==> src/rtl/multicycle_divider_pkg.sv <==
// multicycle_divider_pkg: shared divider state encodings and default operand width
package multicycle_divider_pkg;

    localparam int DIV_WIDTH = 32;

    typedef enum logic [2:0] {
        S_IDLE,
        S_PREP,
        S_RUN,
        S_FIX,
        S_DONE
    } div_state_t;

endpackage

==> src/rtl/multicycle_divider_div_step.sv <==
// div_step: one restoring shift-subtract step; dividend bits shift out of num as quotient bits shift in
module div_step
    import multicycle_divider_pkg::*;
#(
    parameter int WIDTH = DIV_WIDTH
) (
    input  logic [WIDTH-1:0] rem_in,
    input  logic [WIDTH-1:0] num_in,
    input  logic [WIDTH-1:0] den,
    output logic [WIDTH-1:0] rem_out,
    output logic [WIDTH-1:0] num_out
);

    logic [WIDTH:0] trial;
    logic [WIDTH:0] diff;

    // a borrow out of the trial subtraction means the divisor did not fit: restore
    always_comb begin
        trial   = {rem_in, num_in[WIDTH-1]};
        diff    = trial - {1'b0, den};
        rem_out = diff[WIDTH] ? trial[WIDTH-1:0] : diff[WIDTH-1:0];
        num_out = {num_in[WIDTH-2:0], ~diff[WIDTH]};
    end

endmodule

==> src/rtl/multicycle_divider.sv <==
// multicycle_divider: WIDTH-cycle restoring divider (hi=remainder, lo=quotient); MULTICYCLE_DIVIDER_SIGNED_EN enables DIV
module multicycle_divider
    import multicycle_divider_pkg::*;
#(
    parameter int WIDTH = DIV_WIDTH
) (
    input  logic             clock,
    input  logic             reset_n,
    input  logic             start,
    input  logic             is_signed,
    input  logic [WIDTH-1:0] dividend,
    input  logic [WIDTH-1:0] divisor,
    input  logic             cancel,
    output logic             busy,
    output logic             done,
    output logic [WIDTH-1:0] div_hi,
    output logic [WIDTH-1:0] div_lo,
    output logic             div_by_zero
);

    localparam int CW = (WIDTH > 1) ? $clog2(WIDTH) : 1;

    div_state_t     state;
    logic [CW-1:0]  cnt;
    logic [WIDTH-1:0] num;
    logic [WIDTH-1:0] den;
    logic [WIDTH-1:0] rem;
    logic [WIDTH-1:0] num_nx;
    logic [WIDTH-1:0] rem_nx;
    logic a_neg, b_neg, q_neg, r_neg;

    div_step #(.WIDTH(WIDTH)) u_step (
        .rem_in (rem),
        .num_in (num),
        .den    (den),
        .rem_out(rem_nx),
        .num_out(num_nx)
    );

`ifdef MULTICYCLE_DIVIDER_SIGNED_EN
    logic sgn;
    logic sq, sr;
    assign a_neg = sgn & num[WIDTH-1];
    assign b_neg = sgn & den[WIDTH-1];
    assign q_neg = sq;
    assign r_neg = sr;
    // latch the mode with the operands, then record result signs while operands are still raw
    always_ff @(posedge clock or negedge reset_n) begin
        if (!reset_n) begin
            sgn <= 1'b0;
            sq  <= 1'b0;
            sr  <= 1'b0;
        end else if (!cancel && start && (state == S_IDLE || state == S_DONE)) begin
            sgn <= is_signed;
        end else if (state == S_PREP) begin
            sq <= a_neg ^ b_neg;
            sr <= a_neg;
        end
    end
`else
    logic unused_is_signed;
    assign unused_is_signed = is_signed;
    assign a_neg = 1'b0;
    assign b_neg = 1'b0;
    assign q_neg = 1'b0;
    assign r_neg = 1'b0;
`endif

    // control FSM with registered busy/done; hi/lo only change on FIX or a zero divisor
    always_ff @(posedge clock or negedge reset_n) begin
        if (!reset_n) begin
            state       <= S_IDLE;
            cnt         <= '0;
            num         <= '0;
            den         <= '0;
            rem         <= '0;
            busy        <= 1'b0;
            done        <= 1'b0;
            div_by_zero <= 1'b0;
            div_hi      <= '0;
            div_lo      <= '0;
        end else if (cancel) begin
            state       <= S_IDLE;
            busy        <= 1'b0;
            done        <= 1'b0;
            div_by_zero <= 1'b0;
        end else begin
            case (state)
                S_IDLE, S_DONE: begin
                    done        <= 1'b0;
                    div_by_zero <= 1'b0;
                    busy        <= start;
                    state       <= start ? S_PREP : S_IDLE;
                    if (start) begin
                        num <= dividend;
                        den <= divisor;
                    end
                end
                S_PREP: begin
                    if (den == '0) begin
                        div_lo      <= '1;
                        div_hi      <= num;
                        div_by_zero <= 1'b1;
                        done        <= 1'b1;
                        busy        <= 1'b0;
                        state       <= S_DONE;
                    end else begin
                        num   <= a_neg ? -num : num;
                        den   <= b_neg ? -den : den;
                        rem   <= '0;
                        cnt   <= CW'(WIDTH - 1);
                        state <= S_RUN;
                    end
                end
                S_RUN: begin
                    num   <= num_nx;
                    rem   <= rem_nx;
                    cnt   <= cnt - 1'b1;
                    state <= (cnt == '0) ? S_FIX : S_RUN;
                end
                S_FIX: begin
                    div_lo <= q_neg ? -num : num;
                    div_hi <= r_neg ? -rem : rem;
                    busy   <= 1'b0;
                    done   <= 1'b1;
                    state  <= S_DONE;
                end
                default: state <= S_IDLE;
            endcase
        end
    end

endmodule

==> config.mk <==
export PLATFORM = sky130hd
export DESIGN_NAME = multicycle_divider
export DESIGN_NICKNAME = d
export VERILOG_FILES = /design/src/rtl/multicycle_divider_pkg.sv /design/src/rtl/multicycle_divider_div_step.sv /design/src/rtl/multicycle_divider.sv
export SDC_FILE = /design/constraint.sdc
export NUM_CORES = 1
export LEC_CHECK = 0
export CORE_AREA = 2 2 128 130
export CTS_CLUSTER_SIZE = 12
export DETAILED_ROUTE_END_ITERATION = 16
export DIE_AREA = 0 0 130 132
export GPL_ROUTABILITY_DRIVEN = 0
export HOLD_SLACK_MARGIN = 0.1
export PLACE_DENSITY = 0.85
export SLEW_MARGIN = 20
export SYNTH_ARGS = -nofsm -noshare
export SYNTH_HDL_FRONTEND = slang
export SYNTH_SLANG_ARGS = --single-unit
export TNS_END_PERCENT = 50
==> constraint.sdc <==
create_clock -name clock -period 7.5 [get_ports clock]
set_clock_uncertainty 0.1 [all_clocks]
set_input_delay 1.5 -clock clock [delete_from_list [all_inputs] [get_ports clock]]
set_output_delay 1.5 -clock clock [all_outputs]
set_load 0.02 [all_outputs]
==> metrics.md <==
| Metric | Value |
|---|---|
| CP Capture Type | `flip-flop` |
| Share of the synthesized area in the top cell type | `a little under half` |
| Hold crit path type | `flip-flop to flip-flop` |
| Compound-Gate Fraction of Synth Area | `roughly 17%` |
| Syn Inst Count | `approximately 1,000` |
| Largest family of logic cells by synthesized area | `compound AO/OA/AOI/OAI gates` |
| Initial antenna violation count | `0` |
| Ys Warns | `0` |
| First-pass GRT wire length | `35.2 mm` |
| Endpoints failing hold | `0` |
| Power density over cell area | `approximately 300 nW/um^2` |
| Fmax | `between 200 and 250 MHz` |
| R2R Setup Slk | `~3.5 ns` |
| Seq/Total Area, Yosys | `between 40% and 50%` |
| CP Launch Type | `flip-flop` |
| GRT Total Usage | `26.0%` |
| Standard-cell rows | `46` |
| Clock power share | `about 28%` |
| Register bit count reported by yosys | `around 170` |
| Post-CTS setup buffer count | `0` |
| Final cell count without fillers | `about 1,300` |
| Ys flop type | `dfrtp_1` |
| Routed vias/inst | `5.64` |
| CP Max Fanout | `22` |
| Die area | `~17,000 sq um` |
| Crit path arrival time | `4.21 ns` |
| Synth Area in Simple Gates | `a little over an eighth` |
| Cts hold-fix bufs | `0` |
| Core area | `around 16,000 sq um` |
| Max-Cap Viols | `0` |
| I/O pin cnt | `136` |
| Crit share post-route | `a little over half` |
| Sw Share | `around a third` |
| Port Buffer Count | `134` |
| Post-DP HPWL | `around 15 mm` |
| TritonCTS clock tree | `yes` |
| Netlist cell types | `55` |
| Initial core utilization | `roughly three fifths` |
| WL final | `between 20 and 25 mm` |
| Total number of vias | `7,504` |
| Comb pwr share | `32.3%` |
| Die Y | `around 130 um` |
| Layout area overhead | `22.7%` |
| Antenna Diode Count | `0` |
| Initial DRC count | `657` |
| Switch Pwr | `between 1 and 1.5 mW` |
| Final worst path period need | `around 4.0 ns` |
| CTS Buffer Depth | `2` |
| Post-CTS sizing | `0` |
| First-pass detailed-route iteration total | `5` |
| # setup viols final | `0` |
| Unrepaired setup endpoints after global routing | `false` |
| Layout cells sized above 1 | `under 10%` |
| WL/cell | `16.5 um` |
| Fillers | `1,152` |
| Post-synth top cells | `dfrtp_1, nand2_1, o21ai_0` |
| Mapped Nets | `~1,100` |
| Max-slew headroom | `a little under a third` |
| Yosys top cell by area | `dfrtp_1` |
| Mux cell area share after synthesis | `under 10%` |
| Top cells by area, synth | `dfrtp_1, mux2i_1, o21ai_0, nand2_1, ha_1` |
| H-tree depth | `4` |
| Syn_area_per_cell | `9.16 sq um` |
| Clk_lat worst skew | `0.43 ns` |
| Crit Path Category | `flip-flop to flip-flop` |
| DRC | `0` |
| Slew @ Worst Pin | `~1.0 ns` |
| Status | `finished clean` |
| Root Buffer Master | `clkbuf_16` |
| Setup TNS | `0 ns` |
| Post-synthesis adder-cell area fraction | `4.87%` |
| Asr flop ratio synth | `100%` |
| Post-synth EDFFs | `0` |
| CTS buffer count | `17` |
| CTS Sinks | `about 170` |
| Number of global-route vias before repair | `about 6,900` |
| Max-slew violation count | `0` |
| Worst-path clk slew | `about 0.060 ns` |
| Mapped Area | `just over 9000 sq um` |
| Largest net degree at the start of global routing | `111` |
| Worst path required time | `7.68 ns` |
| Routed Antenna Nets | `0` |
| Dpl cells | `around 1,300` |
| Die X | `130 um` |
| Peak VDD IR | `around 180 uV` |
| P_int | `2.20 mW` |
| Leak | `roughly 5.0 nW` |
| Gr ovfl total | `0` |
| Share of power burned in registers | `between 40% and 50%` |
| XOR/XNOR Fraction of Synth Area | `under 10%` |
| Dominant cell by count in the synthesized netlist | `dfrtp_1` |
| NumNets Final | `about 1,200` |
[registers in the layout, summed over array words and instances (netlist names)]
name,count
done,1
num,32
cnt,5
rem,32
busy,1
den,32
div_hi,32
state,3
div_by_zero,1
div_lo,32
[per-stage QoR]
| step | hold slack, ns | util (%) | power, mW | area (sq um) | setup slack, ns |
|---|---|---|---|---|---|
| after global placement | 0.361 | 67.4 | 2.35 | 10600 | 3.27 |
| after detailed placement | 0.370 | 67.4 | 2.39 | 10600 | 3.20 |
| final | 0.377 | 71.4 | 3.31 | 11200 | 3.47 |
| after global routing | 0.400 | 71.4 | 3.48 | 11200 | 3.25 |
| after CTS | 0.383 | 71.2 | 3.32 | 11200 | 3.50 |
| after floorplan | 0.384 | - | 1.92 | 9150 | 4.45 |
[kinds of logic (layout without fill, tap and decap cells)]
| kind of cell | Yosys count | after routing |
|---|---|---|
| compound gates | 276 | 276 |
| xor+xnor | 31 | 31 |
| fa+ha+maj | 35 | 35 |
| buf+inv | 102 | 218 |
| flops | 171 | 171 |
| mux | 91 | 91 |
| simple gates | 292 | 292 |
[power by group through the flow]
stage	combinational, mW	clock (mW)	sequential, mW
after floorplan	0.469	0	1.45
after global placement	1.02	0	1.32
after detailed placement	1.06	0	1.34
after CTS	1.07	0.923	1.32
after global routing	1.17	0.957	1.35
final	1.07	0.913	1.33
[layout by cell type (no fill, tap or decap), drive strengths merged, types with 3 or more instances in the layout]
cell type      synthesis  layout
nand4                 13      13
a211oi                 6       6
o21a                   6       6
a21o                  10      10
inv                   46      46
or2                    3       3
clkdlybuf4s50          0     133
mux2i                 89      89
ha                    34      34
o21bai                 3       3
nor3                   5       5
nand2b                 3       3
nand2                154     154
clkinv                 0       3
dfrtp                171     171
a21oi                 70      70
buf                   16       9
nor2                  88      88
o211ai                 6       6
clkbuf                40      22
xnor2                 13      13
nor4                  10      10
bufinv                 0       4
o31ai                  4       4
xor2                  18      18
nor2b                  4       4
o21ai                153     153
nand3                  4       4
a31oi                  4       4
[worst max-delay path, stage by stage, from the launching register on]
cell and delay [ns]:
dfrtp_1 0.48, inv_1 0.12, ha_1 0.19, inv_1 0.06, fa_1 0.43, a211oi_2 0.23, o211ai_1 0.16, a211oi_2 0.37
o21ai_2 0.15, a211oi_2 0.30, xnor2_2 0.41, buf_4 0.47, mux2i_1 0.29, o21ai_1 0.10
[cell type report]
| class | instances | area, sq um | area share (%) |
|---|---|---|---|
| clock buffer | 22 | 464 | 4.14 |
| clock inverter | 8 | 143 | 1.27 |
| inverter | 46 | 173 | 1.54 |
| sequential | 171 | 4280 | 38.1 |
| timing repair buffer | 142 | 1420 | 12.7 |
| tap | 216 | 270 | 2.41 |
| multi-input combinational | 725 | 4470 | 39.8 |
[worst paths after layout]
kind,from,to,cells past startpoint
worst min register to register,div_lo[27]$_DFFE_PN0P_,div_lo[27]$_DFFE_PN0P_,2
worst max-delay path,num[31]$_DFFE_PN0P_,rem[28]$_DFFE_PN0P_,13
worst min-delay path,div_lo[27]$_DFFE_PN0P_,div_lo[27]$_DFFE_PN0P_,2
max in group asynchronous,reset_n,div_hi[14]$_DFFE_PN0P_,3
min in group asynchronous,reset_n,den[7]$_DFFE_PN0P_,1
worst max register to register,num[31]$_DFFE_PN0P_,rem[28]$_DFFE_PN0P_,13
[layer usage]
metal	up-vias	part of all wire, %	global-route usage, %
met1	3524	47	38.8
met4	0	2.4	9.02
met5	-	0	0
li1	3674	-	-
met2	262	45	38.8
met3	44	5.5	3.94
(Power assumes the default switching activity.)
